**config.mk**
```make
export PLATFORM = sky130hd
export DESIGN_NAME = div_ctrl
export DESIGN_NICKNAME = d
export VERILOG_FILES = /design/src/rtl/div_ctrl.sv
export SDC_FILE = /design/constraint.sdc
export NUM_CORES = 1
export LEC_CHECK = 0
export CAP_MARGIN = 10
export CORE_MARGIN = 5
export CORE_UTILIZATION = 40
export CTS_CLUSTER_DIAMETER = 120
export CTS_CLUSTER_SIZE = 16
export DETAILED_ROUTE_END_ITERATION = 7
export PLACE_DENSITY = 0.81
export REMOVE_ABC_BUFFERS = 1
export SKIP_LAST_GASP = 1
export SLEW_MARGIN = 25
export SYNTH_ARGS = -nofsm -noshare
export SYNTH_HDL_FRONTEND = slang
export SYNTH_SLANG_ARGS = --single-unit
```
**constraint.sdc**
```tcl
create_clock -name div_clk -period 2.2 [get_ports div_clk]
set_clock_uncertainty 0.15 [all_clocks]
set_input_delay 0.44 -clock div_clk [delete_from_list [all_inputs] [get_ports div_clk]]
set_output_delay 0.44 -clock div_clk [all_outputs]
set_load 0.005 [all_outputs]
```
**src/rtl/div_ctrl.sv**
```systemverilog
// div_ctrl: sequencer between EX and the iterative 32-bit divider.
// Owns HI/LO, stalls the pipe during a divide, handles flush/div-by-zero/timeout.
module div_ctrl #(
   parameter int unsigned TIMEOUT   = 40,
   parameter bit          ZERO_SKIP = 1'b1
) (
   input  logic        div_clk,
   input  logic        rst,
   input  logic        req_valid,
   input  logic        req_signed,
   input  logic [31:0] req_x,
   input  logic [31:0] req_y,
   output logic        req_ready,
   input  logic        cancel,
   input  logic [1:0]  hilo_we,
   input  logic [31:0] hilo_wdata,
   output logic [31:0] hi,
   output logic [31:0] lo,
   output logic        stall,
   output logic        done,
   output logic        timeout_err,
   output logic        dv_div,
   output logic        dv_signed,
   output logic [31:0] dv_x,
   output logic [31:0] dv_y,
   output logic        dv_rst,
   input  logic [31:0] dv_s,
   input  logic [31:0] dv_r,
   input  logic        dv_complete
);

   localparam int CW = $clog2(TIMEOUT);

   typedef enum logic [1:0] {
      S_IDLE,
      S_RUN,
      S_FLUSH
   } state_e;

   state_e          state_q, state_d;
   logic [CW-1:0]   cnt_q, cnt_d;
   logic [31:0]     hi_q, hi_d;
   logic [31:0]     lo_q, lo_d;
   logic [31:0]     x_q, x_d;
   logic [31:0]     y_q, y_d;
   logic            sgn_q, sgn_d;
   logic            done_q, done_d;
   logic            terr_q, terr_d;

   always_comb begin
      state_d = state_q;
      cnt_d   = cnt_q;
      hi_d    = hi_q;
      lo_d    = lo_q;
      x_d     = x_q;
      y_d     = y_q;
      sgn_d   = sgn_q;
      done_d  = 1'b0;
      terr_d  = terr_q;

      // MTHI/MTLO first so a divide result below overrides them
      if (hilo_we[1]) hi_d = hilo_wdata;
      if (hilo_we[0]) lo_d = hilo_wdata;

      unique case (state_q)
         S_IDLE: begin
            if (cancel) begin
               state_d = S_IDLE;
            end else if (req_valid) begin
               if (ZERO_SKIP && (req_y == 32'd0)) begin
                  hi_d   = req_x;
                  lo_d   = 32'hFFFF_FFFF;
                  done_d = 1'b1;
               end else begin
                  x_d     = req_x;
                  y_d     = req_y;
                  sgn_d   = req_signed;
                  cnt_d   = '0;
                  state_d = S_RUN;
               end
            end
         end
         S_RUN: begin
            cnt_d = cnt_q + 1'b1;
            if (dv_complete) begin
               lo_d    = dv_s;
               hi_d    = dv_r;
               done_d  = 1'b1;
               state_d = S_IDLE;
            end else if (cancel) begin
               state_d = S_FLUSH;
            end else if (cnt_q == CW'(TIMEOUT - 1)) begin
               terr_d  = 1'b1;
               state_d = S_FLUSH;
            end
         end
         S_FLUSH: begin
            state_d = S_IDLE;
         end
         default: begin
            state_d = S_IDLE;
         end
      endcase
   end

   always_ff @(posedge div_clk) begin
      if (rst) begin
         state_q <= S_IDLE;
         cnt_q   <= '0;
         hi_q    <= '0;
         lo_q    <= '0;
         x_q     <= '0;
         y_q     <= '0;
         sgn_q   <= 1'b0;
         done_q  <= 1'b0;
         terr_q  <= 1'b0;
      end else begin
         state_q <= state_d;
         cnt_q   <= cnt_d;
         hi_q    <= hi_d;
         lo_q    <= lo_d;
         x_q     <= x_d;
         y_q     <= y_d;
         sgn_q   <= sgn_d;
         done_q  <= done_d;
         terr_q  <= terr_d;
      end
   end

   assign req_ready   = (state_q == S_IDLE) & ~rst;
   assign stall       = (state_q != S_IDLE);
   assign dv_div      = (state_q == S_RUN);
   assign dv_rst      = rst | (state_q == S_FLUSH);
   assign dv_signed   = sgn_q;
   assign dv_x        = x_q;
   assign dv_y        = y_q;
   assign hi          = hi_q;
   assign lo          = lo_q;
   assign done        = done_q;
   assign timeout_err = terr_q;

endmodule

```
* Word level (Yosys, flattened, before mapping)
Cells that the tools add are included.
** Storage, ports and cells
- Logic and storage cells :: 61
- Bits in registers :: 139
- Output and inout bits :: 135
** Operators by class
- Add/sub/neg operators :: 1
- Bitwise logic cells :: 6
- Equality and inequality tests :: 9
- Mux-type cells :: 28
- Reduce and logical (&&, ||, !) cells :: 8
** Operators with widths (number)
- $mux W32 :: 10
- $pmux W32 S2 :: 2
- $logic_not A32 Y1 :: 1
- $mux W6 :: 3
- $mux W2 :: 6
- $pmux W6 S2 :: 1
- $reduce_and A4 Y1 :: 3
- $add A6 B1 Y6 const B :: 1
- $eq A6 B6 Y1 const B :: 1
- $ne A2 B2 Y1 const B :: 3
- $ne A3 B3 Y1 const B :: 2
- $mux W1 :: 4
- $ne A4 B2 Y1 const B :: 1
- $not A1 Y1 :: 4
- $pmux W2 S2 :: 1
- $reduce_bool A2 Y1 :: 2
- $reduce_and A3 Y1 :: 1
- $eq A2 B1 Y1 const B :: 1
- $eq A2 B2 Y1 const B :: 1
- $logic_not A2 Y1 :: 1
- $pmux W1 S2 :: 1
- $and A1 B1 Y1 :: 1
- $or A1 B1 Y1 :: 1

* Longest topological paths before layout
- Depth after elaboration :: 5
- Gate-level depth with buffers :: 8

* Least setup slack after synthesis
OpenSTA, ideal clock, no wires.
- Path kind :: input -> register
- From :: input port req_y[26]
- To :: register x_q[0], in the netlist dv_x[0]
- Path buffers :: 2
- Required time :: 1.922 ns
- Cell stages on the path :: 7
- Data arrival time :: 1.682 ns
- Slack :: 0.241 ns
- Path through :: nor4_1 nand4_1 o21ai_1 buf_4 buf_6 mux2i_1 nor2_1
** Between the ends
- Word-level cells in the longest chain between the ends :: 3
** Ends and longest elaborated chain
- start: declaration :: RTL line 12 : input logic [31:0] req_y,
- $logic_not A32 Y1 :: RTL line 70 : if (ZERO_SKIP && (req_y == 32'd0)) begin
- $not A1 Y1 (no source line)
- $reduce_and A4 Y1 (no source line)
- end signal: assignment :: RTL line 112 : x_q <= '0;
- end signal: assignment :: RTL line 122 : x_q <= x_d;
- end: declaration :: RTL line 44 : logic [31:0] x_q, x_d;
Every way passes these cells.
A chain may end at the register's enable or synchronous reset.

* Worst setup path after layout
- From :: input port req_y[20]
- To :: register x_q[12], in the netlist dv_x[12]
The elaborated chain is that of the path after synthesis.

==> Implementation_results.wiki <==
{| class="wikitable"
! Metric !! Value
|-
| Detailed-route wire length || about 23000 um
|-
| Post-synth cell types || 35
|-
| Number of enable-type register cells in the synthesized netlist || 0
|-
| CTS sink count || between 100 and 150
|-
| Via density per instance || 5.260
|-
| Worst endpoint required time || between 2 and 2.5 ns
|-
| Total buffers and inverters traversed by the critical path || 4
|-
| Most frequent cells after synthesis || sky130_fd_sc_hd__dfxtp_1, sky130_fd_sc_hd__mux2i_1, sky130_fd_sc_hd__nor2_1, sky130_fd_sc_hd__nand2_1, sky130_fd_sc_hd__a21oi_1
|-
| Vertical die dimension || approximately 130 um
|-
| Share of the clock period used by the worst path || between 90 and 100%
|-
| Leak || approximately 0.0046 uW
|-
| FILL cells || 1107
|-
| Minimum clock period || about 2.1 ns
|-
| CTS Hold Buffers Added || 0
|-
| Largest cells by area after synthesis || sky130_fd_sc_hd__dfxtp_1, sky130_fd_sc_hd__mux2i_1, sky130_fd_sc_hd__mux2_2
|-
| Worst IR Drop VDD || 0.4779 mV
|-
| Crit-path max FO || 6
|-
| Area of the placeable core || roughly 15000 um2
|-
| Initial core utilization || about two fifths
|-
| WL per Instance || 19.65 um
|-
| Synthesized flop and latch total || between 100 and 150
|-
| Placed inst area || slightly above 9000 um2
|-
| Die outline width || ~130 um
|-
| DRC marker count from the first detailed-route iteration || 346
|-
| Depth of the CTS H-tree || 4
|-
| Yosys warns || 0
|-
| Detail Route Antenna Nets || 0
|-
| Max incr delay on CP || 0.44 ns
|-
| Final hold violation count || 0
|-
| Clock buffer count from CTS || 17
|-
| Area taken by multi-input logic gates || just under 3000 um2
|-
| Number of global-route vias before repair || ~6000
|-
| Sequential fraction of the synthesis area || between 40% and 50%
|-
| Maximum capacitance violations || 0
|-
| Aggregate global-route resource usage || 23.81%
|-
| Endpoints failing setup || 0
|-
| Data arrival time of the worst path || roughly 2.3 ns
|-
| Clk Latency, worst-skew pair || roughly 0.43 ns
|-
| Top-area cell type share of the netlist area || approximately 47%
|-
| Total area of sequential cells || ~2800 um2
|-
| CTS tree || yes
|-
| Die footprint || roughly 17000 um2
|-
| Slew Viols, Final || 0
|-
| CP Class || input pin to flip-flop
|-
| Most frequent cell after synthesis || sky130_fd_sc_hd__dfxtp_1
|-
| Proportion of synthesized flip-flops having asynchronous set or reset || 0%
|-
| Global-route wire length before repair || 33220 um
|-
| Kind of cell adding the most delay to the critical path || buffers and inverters
|-
| Final Wtd Congestion || between 0.8 and 0.9
|-
| DRC violation count after routing || 0
|-
| Total via count in the routed design || just over 6000
|-
| Sum of net half-perimeters after detailed placement || between 10000 and 15000 um
|-
| Worst slew margin relative to its limit || approximately 65%
|-
| Summed instance area of the synthesized netlist || between 5000 and 6000 um2
|-
| Boundary pin count || between 300 and 400
|-
| Growth of design area from synthesis to finish || 74.76%
|-
| Pin count of the biggest net entering global routing || roughly 110
|-
| Clock slew seen by the registers of the worst setup and hold paths || ~0.06 ns
|-
| Post-synth top area cell || sky130_fd_sc_hd__dfxtp_1
|-
| Path class of the lowest-slack min-delay path || input pin to flip-flop
|-
| Site Rows || 44
|-
| Post-layout net count || about 1100
|-
| Total non-filler cell area in the finished layout || between 10000 and 15000 um2
|-
| RSZ-0062 raised after global routing || yes
|-
| Initial DRT Pass Iterations || 4
|-
| Result of the run || finished, final reports clean
|-
| Nature of the critical path endpoint || flip-flop
|-
| Port-buffer cells || between 300 and 400
|-
| Fmax || between 400 and 500 MHz
|-
| Type of origin of the critical path || input pin
|-
| Root Buffer || sky130_fd_sc_hd__clkbuf_16
|-
| Slowest library cell on the worst path || sky130_fd_sc_hd__clkdlybuf4s50_1
|-
| Number of instances in the synthesized netlist || between 600 and 700
|-
| Bufs on Longest Clock Path || 2
|-
| End-of-flow core utilization || approximately 71%
|-
| Crit-path cells || clkdlybuf4s50_1 -> nor4_2 -> nand4_1 -> buf_4 -> o21ai_4 -> buf_6 -> buf_8 -> mux2i_1 -> nor2_1
|-
| Slew at the pin closest to its max-slew limit || 0.5197 ns
|-
| Mean instance size in the synthesized netlist || slightly above 9 um2
|-
| Pwr Density || 662.6 nW/um2
|-
| Most used DFF post-synth || sky130_fd_sc_hd__dfxtp_1
|-
| Number of antenna diodes || 0
|-
| Fraction of final layout cells sized beyond drive strength 1 || roughly 14%
|-
| Initial antenna violation count || 0
|-
| Global route overflow || 0
|}
## registers in the layout (all words and copies together), names as in the netlist
name	count
dv_signed	1
dv_y	32
cnt_q	6
timeout_err	1
done	1
state_q	2
hi	32
dv_x	32
lo	32
## layout make-up
| cell class | instances | share of cell area [%] |
|---|---|---|
| clock buffers | 22 | 4.584 |
| well taps | 184 | 2.225 |
| repair buffers | 351 | 36.19 |
| clock inverters | 10 | 1.125 |
| flip-flops and latches | 139 | 26.91 |
| multi-input cells | 443 | 28.80 |
| inverters | 4 | 0.1693 |
## placed cells by master, fill, tap and decap left out, types with 3 or more instances in the layout
cell type,Yosys,final
sky130_fd_sc_hd__mux2_2,32,32
sky130_fd_sc_hd__clkbuf_8,0,3
sky130_fd_sc_hd__clkdlybuf4s50_1,0,280
sky130_fd_sc_hd__dlymetal6s2s_1,0,18
sky130_fd_sc_hd__nand2_1,69,67
sky130_fd_sc_hd__dfxtp_1,139,138
sky130_fd_sc_hd__a21oi_1,68,68
sky130_fd_sc_hd__buf_4,2,25
sky130_fd_sc_hd__nor2_1,74,73
sky130_fd_sc_hd__buf_6,4,3
sky130_fd_sc_hd__inv_1,3,3
sky130_fd_sc_hd__clkbuf_16,0,23
sky130_fd_sc_hd__buf_12,0,12
sky130_fd_sc_hd__clkinvlp_4,0,5
sky130_fd_sc_hd__o21ai_0,36,36
sky130_fd_sc_hd__mux2i_1,97,97
sky130_fd_sc_hd__a22oi_1,32,31
sky130_fd_sc_hd__nand2b_1,3,3
sky130_fd_sc_hd__nor4_2,0,8
## power by group
| part | internal [uW] | switching (uW) | total, uW | leakage, uW |
|---|---|---|---|---|
| Clock | 1750 | 1100 | 2850 | 0.000274 |
| Sequential | 2670 | 72.4 | 2740 | 0.00114 |
| Combinational | 792 | 472 | 1260 | 0.00317 |
## worst register-to-register path, delay by kind of cell, from the launching register on
kind / cells / cell delay (ns)
buf+inv: 2 / 0.37
flops: 1 / 0.34
compound gates: 2 / 0.48
simple gates: 2 / 0.45
## repair_timing
item | CTS | global route
gates cloned | 3 | 7
setup endpoints to repair | 79 | 127
pin swaps | 7 | 15
resized for setup | 16 | 35
setup buffers | 8 | 2
## per-layer routing
metal  track usage, %  up-vias  wire length, um
met2            41.22      276            11200
met3            7.875       32             1908
li1                 -     2887                -
met1            27.59     2870             9054
met4            8.171        0              490
met5                0        -                0
## logic make-up (layout without fill, tap and decap cells)
kind of cell	Yosys count	in the layout	share of synthesized area, %
mux	129	129	22.49
compound gates	146	146	14.20
buf+inv	55	387	4.354
flops	139	139	47.01
simple gates	167	167	11.73
fa+ha+maj	1	1	0.2113
## worst paths after layout
path | end | cells past startpoint | slack [ns] | from
max | dv_x[12]$_SDFFE_PP0P_ | 9 | 0.06 | req_y[20]
min | dv_y[9]$_SDFFE_PP0P_ | 3 | 0.16 | req_y[9]
max reg2reg | hi[15]$_SDFF_PP0_ | 6 | 0.26 | state_q[1]$_SDFFE_PP0P_
min reg2reg | timeout_err$_SDFFE_PP0P_ | 2 | 0.34 | timeout_err$_SDFFE_PP0P_
## through the flow
stage / instances / hold WS, ns / power, uW / setup slack (ns) / setup TNS [ns]
floorplan: 586 / 0.2929 / 3191 / -3.605 / -275.72
global placement: 1104 / 0.3220 / 3968 / -0.5399 / -59.28
detailed placement: 1104 / 0.3250 / 3989 / -0.5694 / -60.44
CTS: 1146 / 0.3401 / 6867 / -0.01316 / -0.1426
global route: 1153 / 0.1771 / 7128 / -0.03595 / -0.08937
finish: 1153 / 0.1578 / 6854 / 0.05570 / 0
(Power assumes the default switching activity.)
